==> src/rtl/cbsel_arb_if.sv <==
// Request/data/grant bundle between the requesters and the cbsel round-robin arbiter.
interface cbsel_arb_if #(
    parameter int WIDTH = 10
);
    logic [3:0]       req;
    logic [WIDTH-1:0] i0;
    logic [WIDTH-1:0] i1;
    logic [WIDTH-1:0] i2;
    logic [WIDTH-1:0] i3;
    logic [3:0]       d;
    logic [1:0]       owner;
    logic [WIDTH-1:0] o;
    logic             o_valid;

    modport master (
        output req, i0, i1, i2, i3,
        input  d, owner, o, o_valid
    );

    modport slave (
        input  req, i0, i1, i2, i3,
        output d, owner, o, o_valid
    );
endinterface

==> src/rtl/cbsel_arb.sv <==
// Round-robin arbiter driving the one-hot select of a four-input cbsel and
// registering the selected word; bounded bursts, no idle bubble on handoff.
module cbsel_arb #(
    parameter int WIDTH    = 10,
    parameter int MAX_HOLD = 4
) (
    input logic        clk,
    input logic        rst,
    cbsel_arb_if.slave bus
);
    localparam int CNT_W = $clog2(MAX_HOLD + 1);
    localparam logic [CNT_W-1:0] CNT_MAX = CNT_W'(MAX_HOLD);

    typedef enum logic {
        IDLE,
        GRANT
    } state_t;

    state_t           state_reg, state_next;
    logic [CNT_W-1:0] cnt_reg, cnt_next;
    logic [1:0]       last_reg, last_next;
    logic [3:0]       d_reg, d_next;
    logic [1:0]       owner_reg, owner_next;
    logic [WIDTH-1:0] o_reg, o_next;
    logic             o_valid_reg, o_valid_next;

    logic [WIDTH-1:0] in_word [4];
    logic [3:0]       owner_onehot;
    logic [3:0]       others;
    logic [2:0]       pick_idle;
    logic [2:0]       pick_hand;
    logic             owner_req;
    logic             release_cond;

    // Returns {found, index} of the first set bit of mask scanning start, start+1, ... mod 4.
    function automatic logic [2:0] rr_pick(input logic [3:0] mask, input logic [1:0] start);
        logic [2:0] r;
        logic [1:0] idx;
        r = 3'b000;
        for (int k = 3; k >= 0; k--) begin
            idx = start + 2'(k);
            if (mask[idx]) r = {1'b1, idx};
        end
        return r;
    endfunction

    function automatic logic [3:0] onehot(input logic [1:0] idx);
        return 4'b0001 << idx;
    endfunction

    assign in_word[0] = bus.i0;
    assign in_word[1] = bus.i1;
    assign in_word[2] = bus.i2;
    assign in_word[3] = bus.i3;

    genvar gi;
    generate
        for (gi = 0; gi < 4; gi++) begin : g_owner_dec
            assign owner_onehot[gi] = (owner_reg == 2'(gi));
        end
    endgenerate

    assign others       = bus.req & ~owner_onehot;
    assign owner_req    = bus.req[owner_reg];
    assign pick_idle    = rr_pick(bus.req, last_reg + 2'd1);
    assign pick_hand    = rr_pick(others, owner_reg + 2'd1);
    // Forced release only when someone else is actually waiting; a sole requester keeps the bus.
    assign release_cond = !owner_req || ((cnt_reg == CNT_MAX) && (others != 4'b0000));

    always_comb begin
        state_next   = state_reg;
        cnt_next     = cnt_reg;
        last_next    = last_reg;
        d_next       = d_reg;
        owner_next   = owner_reg;
        o_next       = o_reg;
        o_valid_next = 1'b0;
        unique case (state_reg)
            IDLE: begin
                if (bus.req != 4'b0000) begin
                    d_next     = onehot(pick_idle[1:0]);
                    owner_next = pick_idle[1:0];
                    cnt_next   = CNT_W'(1);
                    state_next = GRANT;
                end
            end
            GRANT: begin
                if (owner_req) begin
                    o_next       = in_word[owner_reg];
                    o_valid_next = 1'b1;
                end
                if (release_cond) begin
                    last_next = owner_reg;
                    if (pick_hand[2]) begin
                        d_next     = onehot(pick_hand[1:0]);
                        owner_next = pick_hand[1:0];
                        cnt_next   = CNT_W'(1);
                    end else begin
                        d_next     = 4'b0000;
                        state_next = IDLE;
                    end
                end else if (cnt_reg != CNT_MAX) begin
                    cnt_next = cnt_reg + CNT_W'(1);
                end
            end
            default: state_next = IDLE;
        endcase
    end

    always_ff @(posedge clk) begin
        if (rst) begin
            state_reg   <= IDLE;
            cnt_reg     <= '0;
            last_reg    <= 2'd3;
            d_reg       <= 4'b0000;
            owner_reg   <= 2'd0;
            o_reg       <= '0;
            o_valid_reg <= 1'b0;
        end else begin
            state_reg   <= state_next;
            cnt_reg     <= cnt_next;
            last_reg    <= last_next;
            d_reg       <= d_next;
            owner_reg   <= owner_next;
            o_reg       <= o_next;
            o_valid_reg <= o_valid_next;
        end
    end

    assign bus.d       = d_reg;
    assign bus.owner   = owner_reg;
    assign bus.o       = o_reg;
    assign bus.o_valid = o_valid_reg;
endmodule

==> src/flat_wrapper.sv <==
// flat-port wrapper written by rule: the top's interface ports become plain ports
module cbsel_arb_flat 
#(
    parameter int WIDTH    = 10,
    parameter int MAX_HOLD = 4
)
  (clk, rst, bus_req, bus_i0, bus_i1, bus_i2, bus_i3, bus_d, bus_owner, bus_o, bus_o_valid);
  cbsel_arb_if #(.WIDTH(WIDTH)) bus_i ();
  input logic clk;
  input logic rst;
  input wire logic [$bits(bus_i.req)-1:0] bus_req;
  input wire logic [$bits(bus_i.i0)-1:0] bus_i0;
  input wire logic [$bits(bus_i.i1)-1:0] bus_i1;
  input wire logic [$bits(bus_i.i2)-1:0] bus_i2;
  input wire logic [$bits(bus_i.i3)-1:0] bus_i3;
  output wire logic [$bits(bus_i.d)-1:0] bus_d;
  output wire logic [$bits(bus_i.owner)-1:0] bus_owner;
  output wire logic [$bits(bus_i.o)-1:0] bus_o;
  output wire logic [$bits(bus_i.o_valid)-1:0] bus_o_valid;
  assign bus_i.req = bus_req;
  assign bus_i.i0 = bus_i0;
  assign bus_i.i1 = bus_i1;
  assign bus_i.i2 = bus_i2;
  assign bus_i.i3 = bus_i3;
  assign bus_d = bus_i.d;
  assign bus_owner = bus_i.owner;
  assign bus_o = bus_i.o;
  assign bus_o_valid = bus_i.o_valid;
  cbsel_arb #(.WIDTH(WIDTH), .MAX_HOLD(MAX_HOLD)) u_core (.clk(clk), .rst(rst), .bus(bus_i));
endmodule
==> config.mk <==
export PLATFORM = sky130hd
export DESIGN_NAME = cbsel_arb_flat
export DESIGN_NICKNAME = d
export VERILOG_FILES = /design/src/rtl/cbsel_arb_if.sv /design/src/rtl/cbsel_arb.sv /design/src/flat_wrapper.sv
export SDC_FILE = /design/constraint.sdc
export NUM_CORES = 1
export LEC_CHECK = 0
export ABC_AREA = 1
export CAP_MARGIN = 20
export CORE_UTILIZATION = 47
export CTS_CLUSTER_DIAMETER = 200
export DETAILED_ROUTE_END_ITERATION = 6
export PLACE_DENSITY = 0.84
export SYNTH_ARGS = -nofsm -noshare
export SYNTH_HDL_FRONTEND = slang
export SYNTH_SLANG_ARGS = --single-unit
==> constraint.sdc <==
create_clock -name clk -period 2.44 [get_ports clk]
set_clock_uncertainty 0.05 [all_clocks]
set_input_delay 0.488 -clock clk [delete_from_list [all_inputs] [get_ports clk]]
set_output_delay 0.488 -clock clk [all_outputs]
set_load 0.01 [all_outputs]
# After elaboration in Yosys (flattened, before gate mapping)
# Cells that the tools add are included.
# word_totals
memories	0
latch_bits	0
rom_bits	0
reg_bits	23
mem_bits_rw	0
wordCells	101
# op_classes
n_lt_le_gt_ge	10
multipliers	0
n_shift	2
mux	47
add_sub_neg	9
div	0
n_reduce_logical	12
bitwise	4
n_eq_ne	10
# op_table
operator	count
$lt A2 B3 Y1 const B	9
$mux W3	8
$bmux W10 S2	1
$mux W10	2
$bmux W1 S2	9
$mux W2	7
$mux W1	13
$mux W4	3
$ne A3 B3 Y1 const B	3
$add A2 B1 Y2 const B	4
$add A2 B2 Y2 const B	4
$pmux W4 S2	1
$reduce_bool A4 Y1	2
$shl A1 B2 Y4 const A	2
$pmux W3 S2	1
$reduce_and A2 Y1	3
$reduce_and A3 Y1	2
$and A4 B4 Y4	1
$eq A2 B2 Y1 const B	2
$ne A2 B2 Y1 const B	2
$not A4 Y4	1
$pmux W2 S2	1
$add A3 B1 Y3 const B	1
$eq A3 B3 Y1 const B	1
other kinds (11)	11

# Longest topological paths before layout
# Gate-level depths: netlist of run 1.
# logic_depth
word_depth	13
depth_mapped	17
ltp_nobuf	15

# Worst setup path after synthesis of run 1
# Ideal clock, no wire load.
# synth_path
path_kind	flip-flop to flip-flop
from	reg u_core.owner_reg[0], in the netlist u_core.bus.owner[0]
to	reg u_core.owner_reg[1], in the netlist u_core.bus.owner[1]
stages_incl_launch_ff	15
t_required_ns	2.277
period_less_slack_ns	2.247
arrival_time_ns	2.084
path_slack_ns	0.193
cell_sequence	dfxtp_1 inv_2 buf_6 clkbuf_1 ha_1 xor2_4 inv_2 nand2_2 nand2_2 nor2_4 nand3_1 nand2_2 inv_2 o21ai_1 nor2_1
# synth_between
elab_chain_len	12
elab_cells_between_ends	34
# synth_rtl
item	line	source
start: declaration	cbsel_arb.sv:23	logic [1:0] owner_reg, owner_next;
start signal: assignment	cbsel_arb.sv:124	owner_reg <= owner_next;
parallel branches: the longest is 12 deep, another holds $add A2 B1 Y2	n/a	
# Parallel ways; which one is timed is not known. The select of a mux whose other input is x is not followed.
# A chain may end at the register's enable or synchronous reset.

# Final worst setup path of run 1
# layout_path
from	reg u_core.owner_reg[1], in the netlist u_core.bus.owner[1]
to	reg u_core.owner_reg[0], in the netlist u_core.bus.owner[0]
# Same word-level chain as after synthesis.

==> results.toml, run 1 <==
[setup_path]
required_ns = 2.56
criticalPathCategory = "reg2reg"
arrival_ns = 2.28
path_max_fanout = 6
cp-startpoint = "u_core.bus.owner[1]"
worstSetupStartpointType = "register"
worstReg2RegStart = "u_core.bus.owner[1]"
endpoint_kind = "register"

[synth]
synth_edf_count = 0
synth_compound_area_frac = 0.181
synth_top_cell_area_share = 0.234
ys_seq_elements = 23
yosysWarnings = 0
ys_seq_area_frac = 0.234
yosysUniqueCellTypes = 32
synth_cells = 323
ys_top_cells_by_area = "dfxtp_1 (23%), nand2_1 (18%), nand3_1 (7.9%), nor2_1 (7.6%), o21ai_0 (6.9%)"
synthXorXnorAreaFrac = 0.0184
synth_commonest_cells = "nand2_1 (95), nor2_1 (40), nand3_1 (31), o21ai_0 (27), dfxtp_1 (23)"
synth.area.mux_share = 0
avgSynthCellArea_sq_um = 6.09
synth_top_area_cell = "dfxtp_1"
synth_top_family_by_area = "simple AND/OR/NAND/NOR gates"
synth_most_common_cell = "nand2_1"
yosys.area_share.simple = 0.436
synth.cell_area_sq_mm = 0.00197
synthArstFlopShare = 0
synth_ff_type = "dfxtp_1"
synth_nets = 375
synthAdderAreaFrac = 0.0382

[clock_tree]
cts_resized = 0
clk_pin_slew_ns = 0.09
clk_latency_ns = 0.27
postCtsSetupBuffers = 0
cts-root-buf = "clkbuf_8"
cts.sinks = 23
cts_buffer_depth = 2
cts_tree = "done"
htreeDepth = 1
cts_hold_buf = 0
cts_buffers = 3

[routing]
drc = 0
wl_per_cell_um = 12.1
wl_met3_um = 425
avgViaCountPerCell = 5.27
top_layer = "met4"
wl_um = 5250
routed-via-count = 2281
wl_met1_um = 2160
ant_nets = 0
drtIter0Drc = 221
firstDrtPassIters = 4
wl_met2_um = 2570

[place]
placed_area_sq_mm = 0.00264
dp_slack_ns = 0.139
place_hpwl_um = 4220
gp_congestion = 0.869
io_buffers = 62

[timing]
setup_viol = 0
setup_tns_ns = 0
worst_slack_ns = 0.281
worst_hold_slack_ns = 0.423
slew_headroom = 0.749
grt_setup_unrepaired = "false"
min_period_ns = 2.16
tightest_slew_ns = 0.376
period_share = 0.885
maxSlewViolCount = 0
fmax_mhz = 463
hold_viol_final = 0

[final_layout]
drive_above_1_share = 0.110
fin_nets = 436
diodes = 0
area_growth_pct = 36.6
fin_area_sq_mm = 0.00269
largest_reg_flops = 10
nFillCells = 353

[grt]
grtUsageTotal = 0.255
antenna_found_initial = 0
grt_pass1_wl_um = 8800
grt-ovfl-total = 0
grt_pass1_vias = 2087
grt_max_degree = 22

[power]
max-vdd-ir-drop_mv = 0.402
power.density_mw_per_mm2 = 1010
p_leak_nw = 1.20

[floorplanning]
die_area_sq_mm = 0.00445
die_h_um = 66.7
fp.coreArea_sq_mm = 0.00400
dieWidth_um = 66.7
row_count = 23
start_util = 0.492
pin_count = 63

[worst_hold_path]
holdCritStartpoint = "u_core.bus.o[4]"
min_path_type = "reg2reg"

[job]
maxCapViolations = 0

[outcome]
status = "finished clean"
[final cells by class]
type	instances	area [sq um]	share of cell area
clock buffers	3	41.3	0.0154
multi-input cells	258	1330	0.493
repair buffers	70	681	0.253
clock inverters	1	7.51	0.00279
flip-flops and latches	23	462	0.172
well taps	50	62.6	0.0233
inverters	28	108	0.0401
[routing by layer]
layer | global-route usage | vias up
li1 | - | 1173
met1 | 0.298 | 1009
met2 | 0.461 | 87
met3 | 0.0582 | 12
met4 | 0.0691 | 0
met5 | 0 | -
[metrics by stage]
stage / util / power, mW / std cells
global route: 0.672 / 2.96 / 433
detailed placement: 0.659 / 2.45 / 429
CTS: 0.671 / 2.70 / 433
finish: 0.672 / 2.71 / 433
global placement: 0.659 / 2.40 / 429
floorplan: - / 1.92 / 323
[critical path, cell delays in order (launching register included)]
cell and delay [ns]:
dfxtp_1 0.45, inv_1 0.15, ha_1 0.44, inv_1 0.09, nand3_1 0.15, nand2_1 0.13
inv_1 0.10, nand2_1 0.06, nand2_1 0.09, nand2_1 0.09, nand2_1 0.06, nand2_1 0.05
nor2_1 0.09, nor2_1 0.05
[layout by cell type, fill, tap and decap left out, types with 5 or more instances in the layout]
cell type | synthesis | final
a21oi_1 | 14 | 14
buf_4 | 1 | 8
clkdlybuf4s50_1 | 0 | 62
dfxtp_1 | 23 | 22
ha_1 | 6 | 6
inv_1 | 22 | 22
inv_2 | 5 | 5
nand2_1 | 95 | 95
nand2_2 | 8 | 8
nand3_1 | 31 | 31
nor2_1 | 40 | 40
o21ai_0 | 27 | 27
o22ai_1 | 10 | 10
[where the power goes]
part	switching [mW]	internal (mW)	leakage [nW]
logic	1.13	0.751	0.988
registers	0.0972	0.487	0.190
clock network	0.134	0.116	0.0217
[final timing paths]
check / cells past startpoint / endpoint / slack, ns
max: 13 / u_core.bus.owner[0] / 0.28
min: 2 / u_core.bus.o[4] / 0.42
max reg2reg: 13 / u_core.bus.owner[0] / 0.28
min reg2reg: 2 / u_core.bus.o[4] / 0.42
[kinds of logic (layout without fill, tap and decap cells)]
| family | count (synthesis) | in the layout |
|---|---|---|
| and+or+nand+nor | 189 | 189 |
| AOI/OAI and AO/OA | 61 | 61 |
| buffers and inverters | 42 | 102 |
| DFF | 23 | 23 |
| adders and majority gates | 6 | 6 |
| xor gates and xnor gates | 2 | 2 |
(Power assumes the default switching activity.)
==> run 2: changes to the inputs <==
--- a/config.mk
+++ b/config.mk
@@ -7,10 +7,12 @@
 export LEC_CHECK = 0
 export ABC_AREA = 1
 export CAP_MARGIN = 20
-export CORE_UTILIZATION = 47
+export CELL_PAD_IN_SITES_DETAIL_PLACEMENT = 0
+export CELL_PAD_IN_SITES_GLOBAL_PLACEMENT = 1
+export CORE_UTILIZATION = 31
 export CTS_CLUSTER_DIAMETER = 200
 export DETAILED_ROUTE_END_ITERATION = 6
-export PLACE_DENSITY = 0.84
+export PLACE_DENSITY = 0.83
 export SYNTH_ARGS = -nofsm -noshare
 export SYNTH_HDL_FRONTEND = slang
 export SYNTH_SLANG_ARGS = --single-unit
==> run 2 against run 1 <==
Against the previous run: sequential cell count unchanged; largest power group unchanged; critical path depth down 1; register-to-register slack better by 0.15 ns; count of clock-buffer cells in the layout unchanged; combinational power about the same; first-iteration DRC count down 68%; via count down 2.7%; worst setup slack better by 0.14 ns; routed wire length up 3.4%; clock power down 3%.
==> results.toml, run 2 (synthesis results as in run 1) <==
[outcome]
status = "finished clean"

[setup_path]
path_max_fanout = 9
max_stage_delay_ns = 0.58
cpMaxStageDelayCell = "clkdlybuf4s50_1"
worstSetupStartpointType = "input port"
criticalPathCategory = "in2reg"
r2r-end = "u_core.bus.owner[0]"
path_common_cell = "nor2_4"
required_ns = 2.56
arrival_ns = 2.14
worstReg2RegStart = "u_core.bus.owner[0]"
endpoint_kind = "register"
rr_worst_depth = 12
r2r_slack_ns = 0.43
path_cells = "clkdlybuf4s50_1 -> inv_1 -> nand2_1 -> nand3_2 -> o21ai_4 -> nand2_4 -> nor2_4 -> nor2_4 -> nand2_2 -> inv_2 -> o21ai_2 -> nor2_1"

[routing]
drc = 0
firstDrtPassIters = 4
drtIter0Drc = 71
avgViaCountPerCell = 4.84
routed-via-count = 2220
ant_nets = 0
wl_per_cell_um = 11.8
wl_um = 5430

[power]
max-vdd-ir-drop_mv = 0.313
clkPwrFrac = 0.089
power.density_mw_per_mm2 = 995
p_leak_nw = 1.20
p_sw_mw = 1.35
seqPwrFrac = 0.209
swShare = 0.499
internal_power_mw = 1.36
p_comb_frac = 0.702

[timing]
min_period_ns = 2.02
fmax_mhz = 494
hold_viol_final = 0
grt_setup_unrepaired = "false"
setup_tns_ns = 0
slew_headroom = 0.743
period_share = 0.829
maxSlewViolCount = 0
tightest_slew_ns = 0.386
setup_viol = 0

[final_layout]
diodes = 0
largest_reg_flops = 10
final_cell_mix = "nand2_1 (95), clkdlybuf4s50_1 (62), nor2_1 (40), nand3_1 (31), o21ai_0 (27)"
drive_above_1_share = 0.109
post-route-util = 0.452
area_growth_pct = 38.5
final_common_cell = "nand2_1"
fin_nets = 437
fin_area_sq_mm = 0.00272
nFillCells = 664

[worst_hold_path]
whs_endpoint = "u_core.bus.o[2]"
min_path_type = "reg2reg"
min_path_cells = 2
holdCritStartpoint = "u_core.bus.o[2]"

[floorplanning]
row_count = 28
die_h_um = 81.7
pin_count = 63
fp.coreArea_sq_mm = 0.00603
die_area_sq_mm = 0.00667
start_util = 0.326
dieWidth_um = 81.7

[place]
io_buffers = 62
placed_area_sq_mm = 0.00268
place_hpwl_um = 4440
gp_congestion = 0.792

[clock_tree]
cts-root-buf = "clkbuf_8"
cts_tree = "done"
clk_latency_ns = 0.26
cts_hold_buf = 0
cts_buffers = 3
cts.sinks = 23
postCtsSetupBuffers = 0
clk_pin_slew_ns = 0.08
cts_resized = 0
cts_buffer_depth = 2
htreeDepth = 1

[grt]
antenna_found_initial = 0
grt_pass1_wl_um = 9140
grt-ovfl-total = 0
grt_pass1_vias = 2025
grt_busiest_layer = "met2"
use_met2 = 0.311
use_met3 = 0.0478
grtUsageTotal = 0.176
grt_max_degree = 27
gr-usage-met1 = 0.219

[job]
maxCapViolations = 0
-- run 2: changes by cell type in the layout (fill, tap and decap cells not counted), sizes merged --
cell,previous run,this run
buf,8,9
-- run 2: routing by layer --
| metal | wire length (um) | share of wire | vias up |
|---|---|---|---|
| li1 | - | - | 1181 |
| met1 | 2550 | 0.47 | 973 |
| met2 | 2530 | 0.47 | 64 |
| met3 | 333 | 0.061 | 2 |
| met4 | 19 | 0.0035 | 0 |
| met5 | 0 | 0 | - |
-- run 2: power by group through the flow --
stage               sequential, mW  combinational, mW  clock (mW)
CTS                          0.569               1.92       0.253
detailed placement           0.575               1.91           0
global route                 0.583               2.14       0.270
finish                       0.567               1.90       0.242
floorplan                    0.596               1.32           0
global placement             0.576               1.91           0
-- run 2: cell type report --
class / count / area (sq um) / share of cell area
flip-flops and latches: 23 / 460 / 0.169
inverters: 28 / 108 / 0.0395
clock buffers: 3 / 41.3 / 0.0152
multi-input cells: 258 / 1330 / 0.486
well taps: 75 / 93.8 / 0.0345
clock inverters: 1 / 7.51 / 0.00276
repair buffers: 71 / 688 / 0.253
-- run 2: through the flow --
step	instances	hold WS [ns]	total power, mW	worst slack, ns
after floorplan	323	0.421	1.92	0.193
after global placement	455	0.403	2.48	0.163
after detailed placement	455	0.408	2.49	0.149
after CTS	459	0.422	2.74	0.419
after global routing	459	0.431	2.99	0.212
final	459	0.417	2.71	0.418
-- run 2: worst max path at each step --
stage                   startpoint             endpoint  cells past startpoint  slack (ns)
6_report                bus_req[1]  u_core.bus.owner[0]                     12        0.42
5_1_grt        u_core.bus.owner[0]  u_core.bus.owner[1]                     10        0.21
4_1_cts        u_core.bus.owner[0]  u_core.bus.owner[0]                     12        0.42
3_5_place_dp            bus_req[1]  u_core.bus.owner[0]                     12        0.15
3_3_place_gp            bus_req[1]  u_core.bus.owner[0]                     12        0.16
2_1_floorplan  u_core.bus.owner[0]  u_core.bus.owner[1]                     14        0.19
-- run 2: critical path, delay by kind of cell --
kind	cells	cell delay, ns
AND/OR/NAND/NOR	7	0.67
AO/OA/AOI/OAI	2	0.22
buffers and inverters	3	0.76
==> run 3: changes to the inputs <==
==> constraint.sdc (replaced) <==
create_clock -name clk -period 1.9 [get_ports clk]
set_clock_uncertainty 0.05 [all_clocks]
set_input_delay 0.38 -clock clk [delete_from_list [all_inputs] [get_ports clk]]
set_output_delay 0.38 -clock clk [all_outputs]
set_load 0.01 [all_outputs]
==> run 3 against run 2 <==
Against the previous run: critical path type is now reg2reg; count of clock-buffer cells in the layout unchanged; sequential share of layout area shrank 1.2 points; via count up 5.4%; sequential power rose by 34%; critical path depth stayed put.
==> results.toml, run 3 (synthesis results as in run 1) <==
[timing]
min_period_ns = 1.88
slew_headroom = 0.707
hold_viol_final = 0
worst_hold_slack_ns = 0.418
fmax_mhz = 531
grt_setup_unrepaired = "true"
setup_viol = 0
period_share = 0.991
maxSlewViolCount = 0
tightest_slew_ns = 0.437

[routing]
firstDrtPassIters = 4
wl_per_cell_um = 12.0
avgViaCountPerCell = 4.93
drtIter0Drc = 77
drc = 0
routed-via-count = 2340
ant_nets = 0
wl_um = 5700

[final_layout]
nFillCells = 626
area_growth_pct = 50.8
diodes = 0
drive_above_1_share = 0.203
largest_reg_flops = 10
final_common_cell = "nand2_1"
final_cell_mix = "nand2_1 (87), clkdlybuf4s50_1 (57), nor2_1 (39), nand3_1 (27), o21ai_0 (25)"
post-route-util = 0.492
fin_area_sq_mm = 0.00297
fin_nets = 453

[clock_tree]
cts.sinks = 23
clk_latency_ns = 0.27
clk_pin_slew_ns = 0.09
cts_buffer_depth = 2
htreeDepth = 1
cts_buffers = 3
cts_tree = "done"
cts_hold_buf = 0
cts-root-buf = "clkbuf_8"

[setup_path]
cpMaxStageDelayCell = "dfxtp_4"
cp.depth = 12
criticalPathCategory = "reg2reg"
worstSetupStartpointType = "register"
rr_worst_depth = 12
endpoint_kind = "register"
r2r_slack_ns = 0.02
max_stage_delay_ns = 0.42
path_max_fanout = 5
required_ns = 2.02
path_cells = "inv_4 -> ha_4 -> xor2_4 -> inv_2 -> nand2_4 -> nand2_4 -> nor2_4 -> nand3_2 -> nand2_2 -> inv_2 -> o21ai_1 -> nor2_1"
path_buf_inv = 3
cp_top_family = "simple AND/OR/NAND/NOR gates"
arrival_ns = 2.00

[grt]
grtUsageTotal = 0.181
grt_pass1_wl_um = 9320
grt_pass1_vias = 2103
grt_max_degree = 30
grt-ovfl-total = 0
antenna_found_initial = 0

[outcome]
status = "finished clean"

[place]
place_hpwl_um = 4490
io_buffers = 62
placed_area_sq_mm = 0.00280
gp_congestion = 0.797

[power]
power.density_mw_per_mm2 = 1300
max-vdd-ir-drop_mv = 0.534
p_leak_nw = 1.34
p_total_mw = 3.86

[floorplanning]
dieWidth_um = 81.7
pin_count = 63
die_area_sq_mm = 0.00667
row_count = 28
die_h_um = 81.7
start_util = 0.326
fp.coreArea_sq_mm = 0.00603

[worst_hold_path]
min_path_type = "reg2reg"
min_path_cells = 2

[job]
maxCapViolations = 0
run 3: routing by layer:
metal | global-route usage | wire length [um] | vias to the layer above
met5 | 0 | 0 | -
met1 | 0.222 | 2660 | 1055
met3 | 0.0367 | 269 | 6
li1 | - | - | 1208
met2 | 0.322 | 2720 | 71
met4 | 0.0386 | 40 | 0
run 3: worst paths after layout:
| path | startpoint | end |
|---|---|---|
| setup / recovery | u_core.bus.owner[0] | u_core.bus.owner[1] |
| hold / removal | u_core.bus.o[6] | u_core.bus.o[6] |
| setup reg to reg | u_core.bus.owner[0] | u_core.bus.owner[1] |
| hold reg to reg | u_core.bus.o[6] | u_core.bus.o[6] |
run 3: tightest hold or removal path, cell delays in order (launching register included):
cell     delay [ns]
dfxtp_1        0.32
nand2_1        0.06
a21oi_1        0.05
run 3: cell type report:
type                       instances  area (sq um)  area share
inverter                          28           110      0.0371
sequential                        23           467       0.157
multi-input combinational        259          1430       0.481
clock inverter                     1          6.26     0.00211
timing repair buffer              86           822       0.277
tap                               75          93.8      0.0316
clock buffer                       3          41.3      0.0139
run 3: timing repair:
action | CTS | global route
resized for setup | 3 | 30
pin swaps | 0 | 12
setup endpoints to repair | 4 | 19
setup buffers | 0 | 2
gates cloned | 0 | 1
run 3: where the power goes:
part           leakage, nW  internal (mW)  switching (mW)
clock               0.0260          0.150           0.171
combinational         1.13           1.17            1.61
sequential           0.190          0.631           0.126
run 3: per-stage QoR:
step	worst slack, ns	TNS (ns)	cells
final	0.0175	0	475
after global routing	-0.115	-0.583	475
after CTS	0.0265	0	472
after detailed placement	-0.245	-4.17	468
after global placement	-0.202	-3.21	468
after floorplan	-0.0511	-0.163	323
